==> src/rtl/mem_arbiter.sv <==
// Fetch/data arbiter sharing one single-port word memory, one access per cycle.
// Optional anti-starvation burst limit: define MEM_ARB_ANTI_STARVE_EN.
module mem_arbiter #(
    parameter int unsigned MEM_AW         = 10,
    parameter int unsigned MAX_DATA_BURST = 4
) (
    input  logic              clk_i,
    input  logic              rst_ni,
    input  logic              if_req_valid_i,
    output logic              if_req_ready_o,
    input  logic [31:0]       if_addr_i,
    output logic              if_rvalid_o,
    output logic [31:0]       if_rdata_o,
    input  logic              d_req_valid_i,
    output logic              d_req_ready_o,
    input  logic              d_we_i,
    input  logic [31:0]       d_addr_i,
    input  logic [31:0]       d_wdata_i,
    input  logic [3:0]        d_be_i,
    output logic              d_rvalid_o,
    output logic [31:0]       d_rdata_o,
    output logic              d_err_o,
    output logic              mem_en_o,
    output logic              mem_we_o,
    output logic [MEM_AW-1:0] mem_addr_o,
    output logic [31:0]       mem_wdata_o,
    output logic [3:0]        mem_be_o,
    input  logic [31:0]       mem_rdata_i
);

    typedef enum logic [1:0] {
        OWN_IDLE,
        OWN_IF,
        OWN_D
    } owner_t;

    owner_t owner_q;
    logic   err_q;
    logic   store_q;
    logic   d_misaligned;
    logic   force_if;
    logic   gnt_d;
    logic   gnt_if;
    logic   unused_addr_bits;

    // Partial-byte stores may sit at any byte offset; full-word and load accesses may not.
    assign d_misaligned = (d_addr_i[1:0] != 2'b00) && (!d_we_i || (d_be_i == 4'hF));

    assign unused_addr_bits = ^{if_addr_i[31:MEM_AW+2], if_addr_i[1:0], d_addr_i[31:MEM_AW+2]};

`ifdef MEM_ARB_ANTI_STARVE_EN
    logic [3:0] starve_cnt_q;

    assign force_if = if_req_valid_i && (starve_cnt_q == 4'(MAX_DATA_BURST));

    always_ff @(posedge clk_i or negedge rst_ni) begin
        if (!rst_ni) begin
            starve_cnt_q <= '0;
        end else if (!if_req_valid_i || gnt_if) begin
            starve_cnt_q <= '0;
        end else if (gnt_d && (starve_cnt_q != 4'(MAX_DATA_BURST))) begin
            starve_cnt_q <= starve_cnt_q + 4'd1;
        end
    end
`else
    assign force_if = 1'b0;
`endif

    // Grants are gated by reset so nothing is accepted while rst_ni is low.
    always_comb begin
        gnt_d          = rst_ni && d_req_valid_i && !force_if;
        gnt_if         = rst_ni && if_req_valid_i && !gnt_d;
        if_req_ready_o = gnt_if;
        d_req_ready_o  = gnt_d;
        mem_en_o       = gnt_if || (gnt_d && !d_misaligned);
        mem_we_o       = gnt_d && d_we_i && !d_misaligned;
        mem_addr_o     = gnt_d ? d_addr_i[MEM_AW+1:2] : if_addr_i[MEM_AW+1:2];
        mem_wdata_o    = d_wdata_i;
        mem_be_o       = mem_we_o ? d_be_i : '0;
    end

    always_ff @(posedge clk_i or negedge rst_ni) begin
        if (!rst_ni) begin
            owner_q <= OWN_IDLE;
            err_q   <= 1'b0;
            store_q <= 1'b0;
        end else if (gnt_d) begin
            owner_q <= OWN_D;
            err_q   <= d_misaligned;
            store_q <= d_we_i;
        end else if (gnt_if) begin
            owner_q <= OWN_IF;
            err_q   <= 1'b0;
            store_q <= 1'b0;
        end else begin
            owner_q <= OWN_IDLE;
            err_q   <= 1'b0;
            store_q <= 1'b0;
        end
    end

    always_comb begin
        if_rvalid_o = (owner_q == OWN_IF);
        if_rdata_o  = if_rvalid_o ? mem_rdata_i : '0;
        d_rvalid_o  = (owner_q == OWN_D);
        d_err_o     = d_rvalid_o && err_q;
        d_rdata_o   = (d_rvalid_o && !err_q && !store_q) ? mem_rdata_i : '0;
    end

endmodule

==> config.mk <==
export PLATFORM = sky130hd
export DESIGN_NAME = mem_arbiter
export DESIGN_NICKNAME = d
export VERILOG_FILES = /design/src/rtl/mem_arbiter.sv
export SDC_FILE = /design/constraint.sdc
export NUM_CORES = 1
export LEC_CHECK = 0
export ABC_AREA = 1
export ABC_CLOCK_PERIOD_IN_PS = 1100
export CAP_MARGIN = 5
export CORE_AREA = 2 2 98 100
export CTS_CLUSTER_DIAMETER = 200
export CTS_CLUSTER_SIZE = 24
export DETAILED_ROUTE_END_ITERATION = 12
export DIE_AREA = 0 0 100 102
export PLACE_DENSITY_LB_ADDON = 0.05
export SLEW_MARGIN = 5
export SYNTH_ARGS = -nofsm -noshare
export SYNTH_HDL_FRONTEND = slang
export SYNTH_SLANG_ARGS = --single-unit
==> constraint.sdc <==
create_clock -name clk_i -period 1.1 [get_ports clk_i]
set_input_delay 0.11 -clock clk_i [delete_from_list [all_inputs] [get_ports clk_i]]
set_output_delay 0.11 -clock clk_i [all_outputs]
set_load 0.05 [all_outputs]
==> results of run 1 <==
area by class of cell:
type / count / area share [%]
repair buffers: 171 / 63.8
multi-input cells: 115 / 25.1
inverters: 42 / 4.10
well taps: 111 / 3.47
flip-flops and latches: 4 / 2.53
clock buffers: 3 / 1.03
power groups by stage:
stage                     logic [W]  clock network [W]  registers (W)
after floorplan             0.00114                  0       0.000160
after detailed placement    0.00172                  0       0.000162
after global placement      0.00172                  0       0.000162
after CTS                   0.00176           0.000318       0.000161
after global routing        0.00183           0.000328       0.000162
final                       0.00175           0.000303       0.000161
cells in the final DEF, fill, tap and decap left out, types with 7 or more instances in the layout:
cell type,instances
buf_12,89
nand2_1,26
nand2_2,9
buf_4,14
inv_1,38
nor2_4,66
clkbuf_2,7
clkdlybuf4s50_1,53
metal layers:
layer	GRT usage, %	vias to the layer above	wire (um)
met1	9.82	659	1770
met4	1.58	0	16
met5	0	-	0
li1	-	800	-
met2	16.8	108	2480
met3	4.86	6	716
cells by family (layout without fill, tap and decap cells):
family / after synthesis / count (layout) / share of synthesized area [%]
buffers and inverters: 82 / 216 / 45.4
and+or+nand+nor: 114 / 114 / 44.3
AOI/OAI and AO/OA: 1 / 1 / 0.494
DFF: 4 / 4 / 9.89
worst max path at each step:
| stage | endpoint | slack [ps] | cells after the start | start |
|---|---|---|---|---|
| 2_1_floorplan | d_rdata_o[10] | -330 | 4 | owner_q[0] |
| 3_3_place_gp | mem_we_o | -420 | 7 | d_be_i[3] |
| 3_5_place_dp | mem_we_o | -410 | 7 | d_be_i[3] |
| 4_1_cts | d_rdata_o[0] | -360 | 5 | owner_q[0] |
| 5_1_grt | d_rdata_o[23] | -400 | 5 | owner_q[0] |
| 6_report | d_rdata_o[23] | -340 | 5 | owner_q[0] |
flip-flops by register name (all words and copies together) (netlist names):
name and cells:
owner_q 2, err_q 1, store_q 1
repair_timing:
action	4_1_cts	5_1_grt
endpoints found under the setup margin	85	85
endpoints found under the hold margin	4	0
hold buffers	1	0
resized for setup	38	18
buffers inserted	5	0
gates cloned	1	1
pin swaps	7	8
per-stage QoR:
stage	std cells	TNS (ps)	utilization, %	total power, W
CTS	445	-20470	43.7	0.00224
global route	446	-23780	43.9	0.00232
global placement	436	-13790	42.1	0.00188
finish	446	-19100	43.9	0.00221
floorplan	201	-15300	-	0.00130
detailed placement	436	-14910	42.1	0.00188
==> flow_summary.json, run 1 <==
{
  "status": "finished with violations",
  "violations": "negative setup slack",
  "ys_seq_area_share_pct": 9.89,
  "whs_path_depth": 0,
  "synth_fp_nets": 338,
  "fin_nets": 474,
  "cp.arrival_ps": 1330,
  "swShare_pct": 44.7,
  "hold_slack_ps": 220,
  "core_um2": 9110,
  "min_period_ps": 1440,
  "worst_slack_ps": -340,
  "die_h_um": 102,
  "drt_iter0_markers": 14,
  "fp.dieArea_um2": 10200,
  "path_delay_family": "flip-flops",
  "ys_async_sr_fraction_pct": 100,
  "diodes": 0,
  "cts_sinks": 4,
  "wl_per_cell_um": 11.2,
  "start_util_pct": 11.1,
  "io_pins": 254,
  "cts.path.max_buffers": 2,
  "internal_power_w": 0.00123,
  "cp_max_fo": 13,
  "drive_gt1_share_pct": 61.8,
  "worstMarginPinSlew_ps": 236,
  "multiInputGateArea_um2": 1000,
  "netlist.area_leader.share_pct": 25.6,
  "place.gp.congestion": 0.666,
  "first_pass_iters": 3,
  "cp_num_buf_inv": 2,
  "detail-route-antenna-nets": 0,
  "synth_edf_count": 0,
  "track_usage_pct": 9.30,
  "synth_top_area_cell": "nor2_1",
  "crit_required_ps": 990,
  "sequentialPowerShare_pct": 7.3,
  "hold_violations": 0,
  "finalSetupViolations": 67,
  "std_cell_rows": 35,
  "holdPathEnd": "mem_wdata_o[0]",
  "place_area_um2": 3830,
  "cp-end-kind": "primary output",
  "slowest_stage": "dfrtp_2",
  "root_buffer": "clkbuf_8",
  "cts_buffers": 3,
  "synth.most_common_cell": "nor2_1",
  "syn_inst": 201,
  "antenna_found_initial": 0,
  "finalCritPeriodShare_pct": 131,
  "design_area_um2": 4000,
  "holdCritPathClass": "primary input to primary output",
  "grt_overflow": 0,
  "p_comb_share_pct": 79.1,
  "ys_types": 13,
  "hp-start": "d_wdata_i[0]",
  "p_leak_nw": 1.71,
  "cts_tree": "yes",
  "area_growth_pct": 295,
  "io_buffers": 147,
  "grt_pass1_wl_mm": 7.63,
  "via_per_inst": 3.53,
  "num_vias": 1573,
  "critPathLaunchType": "register",
  "cp_cell_sequence": "nor2_4 > nand2_4 > buf_12 > nor2_4 > buf_12",
  "power.density_nw_per_um2": 554,
  "ys_ff_latch": 4,
  "power_frac_clock_pct": 13.7,
  "synth_ff_type": "dfrtp_1",
  "ys_warn_count": 0,
  "clkSlewWorstSetupHoldPaths_ps": 30,
  "synth_area_um2": 1010,
  "routed_wl_mm": 4.99,
  "seqCellArea_um2": 101,
  "slew_headroom_pct": 84.2,
  "slowest_delay_ps": 430,
  "fmax_ghz": 0.694,
  "drc": 0,
  "peakVddDrop_mv": 0.324,
  "dp_slack_ps": -413,
  "yosys-top-cells-area": "nor2_1 26%, buf_4 24%, inv_1 16%",
  "die_w_um": 100,
  "syn_avg_cell_area_um2": 5.04,
  "synthTopCellsByCount": "69 x nor2_1, 42 x inv_1, 37 x nand2_1",
  "grt_pass1_vias": 1550,
  "fill_cells": 886,
  "p_sw_w": 0.000989,
  "drv_slew": 0,
  "dp_hpwl_mm": 4.35,
  "maxCapViolCount": 0,
  "cts-htree-levels": 1,
  "critPathKind": "register to primary output",
  "grt_max_degree": 14,
  "grt_setup_unrepaired": "yes"
}
No activity file was read; power rests on OpenSTA's default activity.
==> run 2: changes to the inputs <==
CORE_AREA = 2 2 99 101   (was 2 2 98 100)
CTS_BUF_LIST = sky130_fd_sc_hd__clkbuf_4 sky130_fd_sc_hd__clkbuf_8   (was default)
DIE_AREA = 0 0 101 103   (was 0 0 100 102)
DONT_BUFFER_PORTS = 1   (was default)
==> run 2 against run 1 <==
Against the previous run: the flow still finishes with violations (negative setup slack); final cell count shrank 15%; flip-flop and latch count is the same; utilization shrank 9.7 points; worst hold slack lost 190 ps; largest cell class unchanged; combinational power shrank 15%; highest routed layer unchanged; non-clock buffer count shrank 71; wire length shrank 9.7%; design area shrank 19%.
==> flow_summary.json, run 2 (synthesis results as in run 1) <==
{
  "fin_nets": 403,
  "core_um2": 9460,
  "via_per_inst": 3.57,
  "cts.path.max_buffers": 2,
  "largestRegisters": "owner_q x2, err_q x1, store_q x1",
  "hold_violations": 0,
  "grt_max_degree": 17,
  "peakVddDrop_mv": 0.461,
  "grt_setup_unrepaired": "yes",
  "drive_gt1_share_pct": 67.8,
  "status": "finished with violations",
  "critPathKind": "register to primary output",
  "cts_tree": "yes",
  "cts_sinks": 4,
  "clkSlewWorstSetupHoldPaths_ps": 30,
  "maxCapViolCount": 0,
  "track_usage_pct": 7.83,
  "die_h_um": 103,
  "holdCritPathClass": "primary input to register",
  "grt_overflow": 0,
  "min_period_ps": 1460,
  "routed_wl_mm": 4.51,
  "drc": 0,
  "power.density_nw_per_um2": 601,
  "first_pass_iters": 3,
  "drv_slew": 0,
  "cp_max_fo": 8,
  "io_buffers": 0,
  "area_growth_pct": 220,
  "grt_pass1_wl_mm": 6.70,
  "die_w_um": 101,
  "p_leak_nw": 1.39,
  "fmax_ghz": 0.686,
  "largest-register": "owner_q",
  "critPathLaunchType": "register",
  "worstMarginPinSlew_ps": 457,
  "cp.arrival_ps": 1350,
  "fill_cells": 965,
  "power.total_w": 0.00194,
  "dp_hpwl_mm": 4.00,
  "final_common_cell": "buf_12",
  "place.gp.congestion": 0.726,
  "worst_slack_ps": -358,
  "violations": "negative setup slack",
  "wl_per_cell_um": 11.9,
  "diodes": 0,
  "finalSetupViolations": 67,
  "crit_required_ps": 990,
  "root_buffer": "clkbuf_8",
  "seqCellArea_um2": 101,
  "design_area_um2": 3240,
  "drt_iter0_markers": 8,
  "finalCritPeriodShare_pct": 133,
  "std_cell_rows": 36,
  "antenna_found_initial": 0,
  "cts_buffers": 3,
  "cp-end-kind": "primary output",
  "grt_pass1_vias": 1415,
  "detail-route-antenna-nets": 0,
  "multiInputGateArea_um2": 963,
  "place_area_um2": 3030,
  "start_util_pct": 10.7,
  "slew_headroom_pct": 69.5,
  "fin_setup_tns_ps": -19690,
  "fp.dieArea_um2": 10400,
  "io_pins": 254,
  "final_cell_mix": "80 x buf_12, 65 x nor2_4, 40 x inv_1",
  "num_vias": 1348,
  "cts-htree-levels": 1,
  "largest_reg_flops": 2
}
-- run 2: metrics by stage --
step           cells  hold WS (ps)  utilization (%)  setup slack, ps
2_1_floorplan    201          -186                -             -328
4_1_cts          376          17.7             33.6             -374
5_1_grt          378          40.5             34.2             -413
3_3_place_gp     369          -185             32.1             -147
6_report         378          29.8             34.2             -358
3_5_place_dp     369          -185             32.1             -182
-- run 2: where the power goes --
group | internal, W | switching (W) | total (W) | leakage [nW]
clock network | 0.000233 | 0.0000710 | 0.000304 | 0.0216
registers | 0.000155 | 0.00000634 | 0.000162 | 0.0517
logic | 0.000617 | 0.000862 | 0.00148 | 1.32
-- run 2: per-layer routing --
layer / routed length, um / vias to the layer above / GRT usage [%]
met5: 0 / - / 0
li1: - / 652 / -
met1: 1580 / 590 / 8.45
met4: 14 / 0 / 1.56
met2: 2440 / 100 / 14.8
met3: 472 / 6 / 2.78
-- run 2: area by class of cell --
class                      count  share of cell area, %
timing repair buffer         100                   56.4
multi-input combinational    115                   29.8
inverter                      42                   4.99
tap                          114                   4.41
sequential                     4                   3.13
clock buffer                   3                   1.28
-- run 2: worst paths after layout --
kind / from / to / slack [ps] / cells after the start
max: owner_q[0] / d_rdata_o[15] / -360 / 5
min: d_we_i / store_q / 30 / 2
max in group asynchronous: rst_ni / owner_q[0] / 750 / 1
min in group asynchronous: rst_ni / err_q / 170 / 1
-- run 2: worst max-delay path: stages, from the launching register on --
cell and delay (ps):
dfrtp_2 440, nor2_4 120, nand2_4 110, clkbuf_16 210, nor2_4 110, buf_12 140
-- run 2: repair_timing --
action	CTS	global route
cloned	1	1
pin swaps	1	2
gates resized for setup	16	7
setup endpoints to repair	67	72
hold endpoints to repair	4	0
hold buffers	1	0
setup buffers	2	2
==> run 3: changes to the inputs <==
MAX_ROUTING_LAYER = met4   (was default)
==> run 3 against run 2 <==
Against the previous run: the run still ends with negative setup slack left; sequential share of layout area did not move; clock power barely moved; flip-flop and latch count did not move; via count barely moved; fmax barely moved; combinational power barely moved; first-iteration DRC count fell by 25%; largest cell class unchanged.
==> flow_summary.json, run 3 (synthesis results as in run 1) <==
{
  "fin_nets": 403,
  "via_per_inst": 3.57,
  "io_buffers": 0,
  "fin_util_pct": 34.2,
  "final_cell_mix": "80 x buf_12, 65 x nor2_4, 40 x inv_1",
  "fin_setup_tns_ps": -19690,
  "grt_pass1_wl_mm": 6.70,
  "p_leak_nw": 1.39,
  "cts-htree-levels": 1,
  "slowest_delay_ps": 440,
  "place_area_um2": 3030,
  "largest_reg_flops": 2,
  "crit_required_ps": 990,
  "crit_top_cell": "nor2_4",
  "grt_max_degree": 17,
  "cts.path.max_buffers": 2,
  "grt_overflow": 0,
  "diodes": 0,
  "peakVddDrop_mv": 0.461,
  "drt_iter0_markers": 6,
  "cp.arrival_ps": 1350,
  "io_pins": 254,
  "root_buffer": "clkbuf_8",
  "grt_setup_unrepaired": "yes",
  "clkSlewWorstSetupHoldPaths_ps": 30,
  "maxCapViolCount": 0,
  "area_growth_pct": 220,
  "holdCritPathClass": "primary input to register",
  "fill_cells": 965,
  "place.gp.congestion": 0.734,
  "cp_max_fo": 8,
  "num_vias": 1349,
  "cp-end-kind": "primary output",
  "antenna_found_initial": 0,
  "grt_pass1_vias": 1417,
  "cts_buffers": 3,
  "slew_headroom_pct": 69.5,
  "largest-register": "owner_q",
  "worst_slack_ps": -358,
  "worstMarginPinSlew_ps": 457,
  "wl_per_cell_um": 11.9,
  "slowest_stage": "dfrtp_2",
  "drc": 0,
  "routed_wl_mm": 4.51,
  "violations": "negative setup slack",
  "fmax_ghz": 0.686,
  "power.total_w": 0.00194,
  "status": "finished with violations",
  "drive_gt1_share_pct": 67.8,
  "finalSetupViolations": 67,
  "cts_sinks": 4,
  "final_common_cell": "buf_12",
  "finalCritPeriodShare_pct": 133,
  "cp_cell_sequence": "nor2_4 > nand2_4 > clkbuf_16 > nor2_4 > buf_12",
  "core_um2": 9460,
  "cts_tree": "yes",
  "drv_slew": 0,
  "fp.dieArea_um2": 10400,
  "die_h_um": 103,
  "min_period_ps": 1460,
  "design_area_um2": 3240,
  "multiInputGateArea_um2": 963,
  "first_pass_iters": 3,
  "detail-route-antenna-nets": 0,
  "dp_hpwl_mm": 4.00,
  "critPathKind": "register to primary output",
  "hold_violations": 0,
  "track_usage_pct": 8.06,
  "std_cell_rows": 36,
  "power.density_nw_per_um2": 601,
  "seqCellArea_um2": 101,
  "die_w_um": 101,
  "critPathLaunchType": "register",
  "start_util_pct": 10.7,
  "largestRegisters": "owner_q x2, err_q x1, store_q x1"
}
[run 3: cell counts in the layout (fill, tap and decap cells not counted)]
Identical to the previous run, type by type.
[run 3: metrics by stage]
stage          hold slack [ps]  setup slack [ps]  cells
3_3_place_gp              -185              -147    369
3_5_place_dp              -185              -182    369
2_1_floorplan             -186              -328    201
5_1_grt                   40.5              -413    378
4_1_cts                   17.7              -374    376
6_report                  29.8              -358    378
[run 3: what timing repair did]
item / CTS / global route
resized for setup: 16 / 7
cloned: 1 / 1
endpoints found under the hold margin: 4 / 0
pin swaps: 1 / 2
setup buffers: 2 / 2
setup endpoints to repair: 67 / 72
hold buffers: 1 / 0
[run 3: worst max-delay path: cells and delay by family (launching register included)]
family / cells / cell delay [ps]
buf+inv: 2 / 340
flops: 1 / 440
simple gates: 3 / 340
[run 3: where the power goes]
part | switching, W | internal, W | total [W]
registers | 0.00000634 | 0.000155 | 0.000162
logic | 0.000862 | 0.000617 | 0.00148
clock network | 0.0000710 | 0.000233 | 0.000304
total | 0.000940 | 0.00100 | 0.00194
[run 3: layer usage]
metal	wire, um	global-route usage (%)	vias to the layer above
met3	428	2.31	6
met1	1630	8.70	591
met4	14	1.56	0
met5	0	-	-
li1	-	-	652
met2	2440	14.8	100
[run 3: path summary, 6_finish.rpt]
kind | from | end | depth (start not counted)
max in group asynchronous | rst_ni | owner_q[0] | 1
min in group asynchronous | rst_ni | err_q | 1
setup / recovery | owner_q[0] | d_rdata_o[15] | 5
hold / removal | d_we_i | store_q | 2
[run 3: cell type report]
class | count | area share [%]
clock buffers | 3 | 1.28
multi-input cells | 115 | 29.8
repair buffers | 100 | 56.4
inverters | 42 | 4.99
well taps | 114 | 4.41
flip-flops and latches | 4 | 3.13
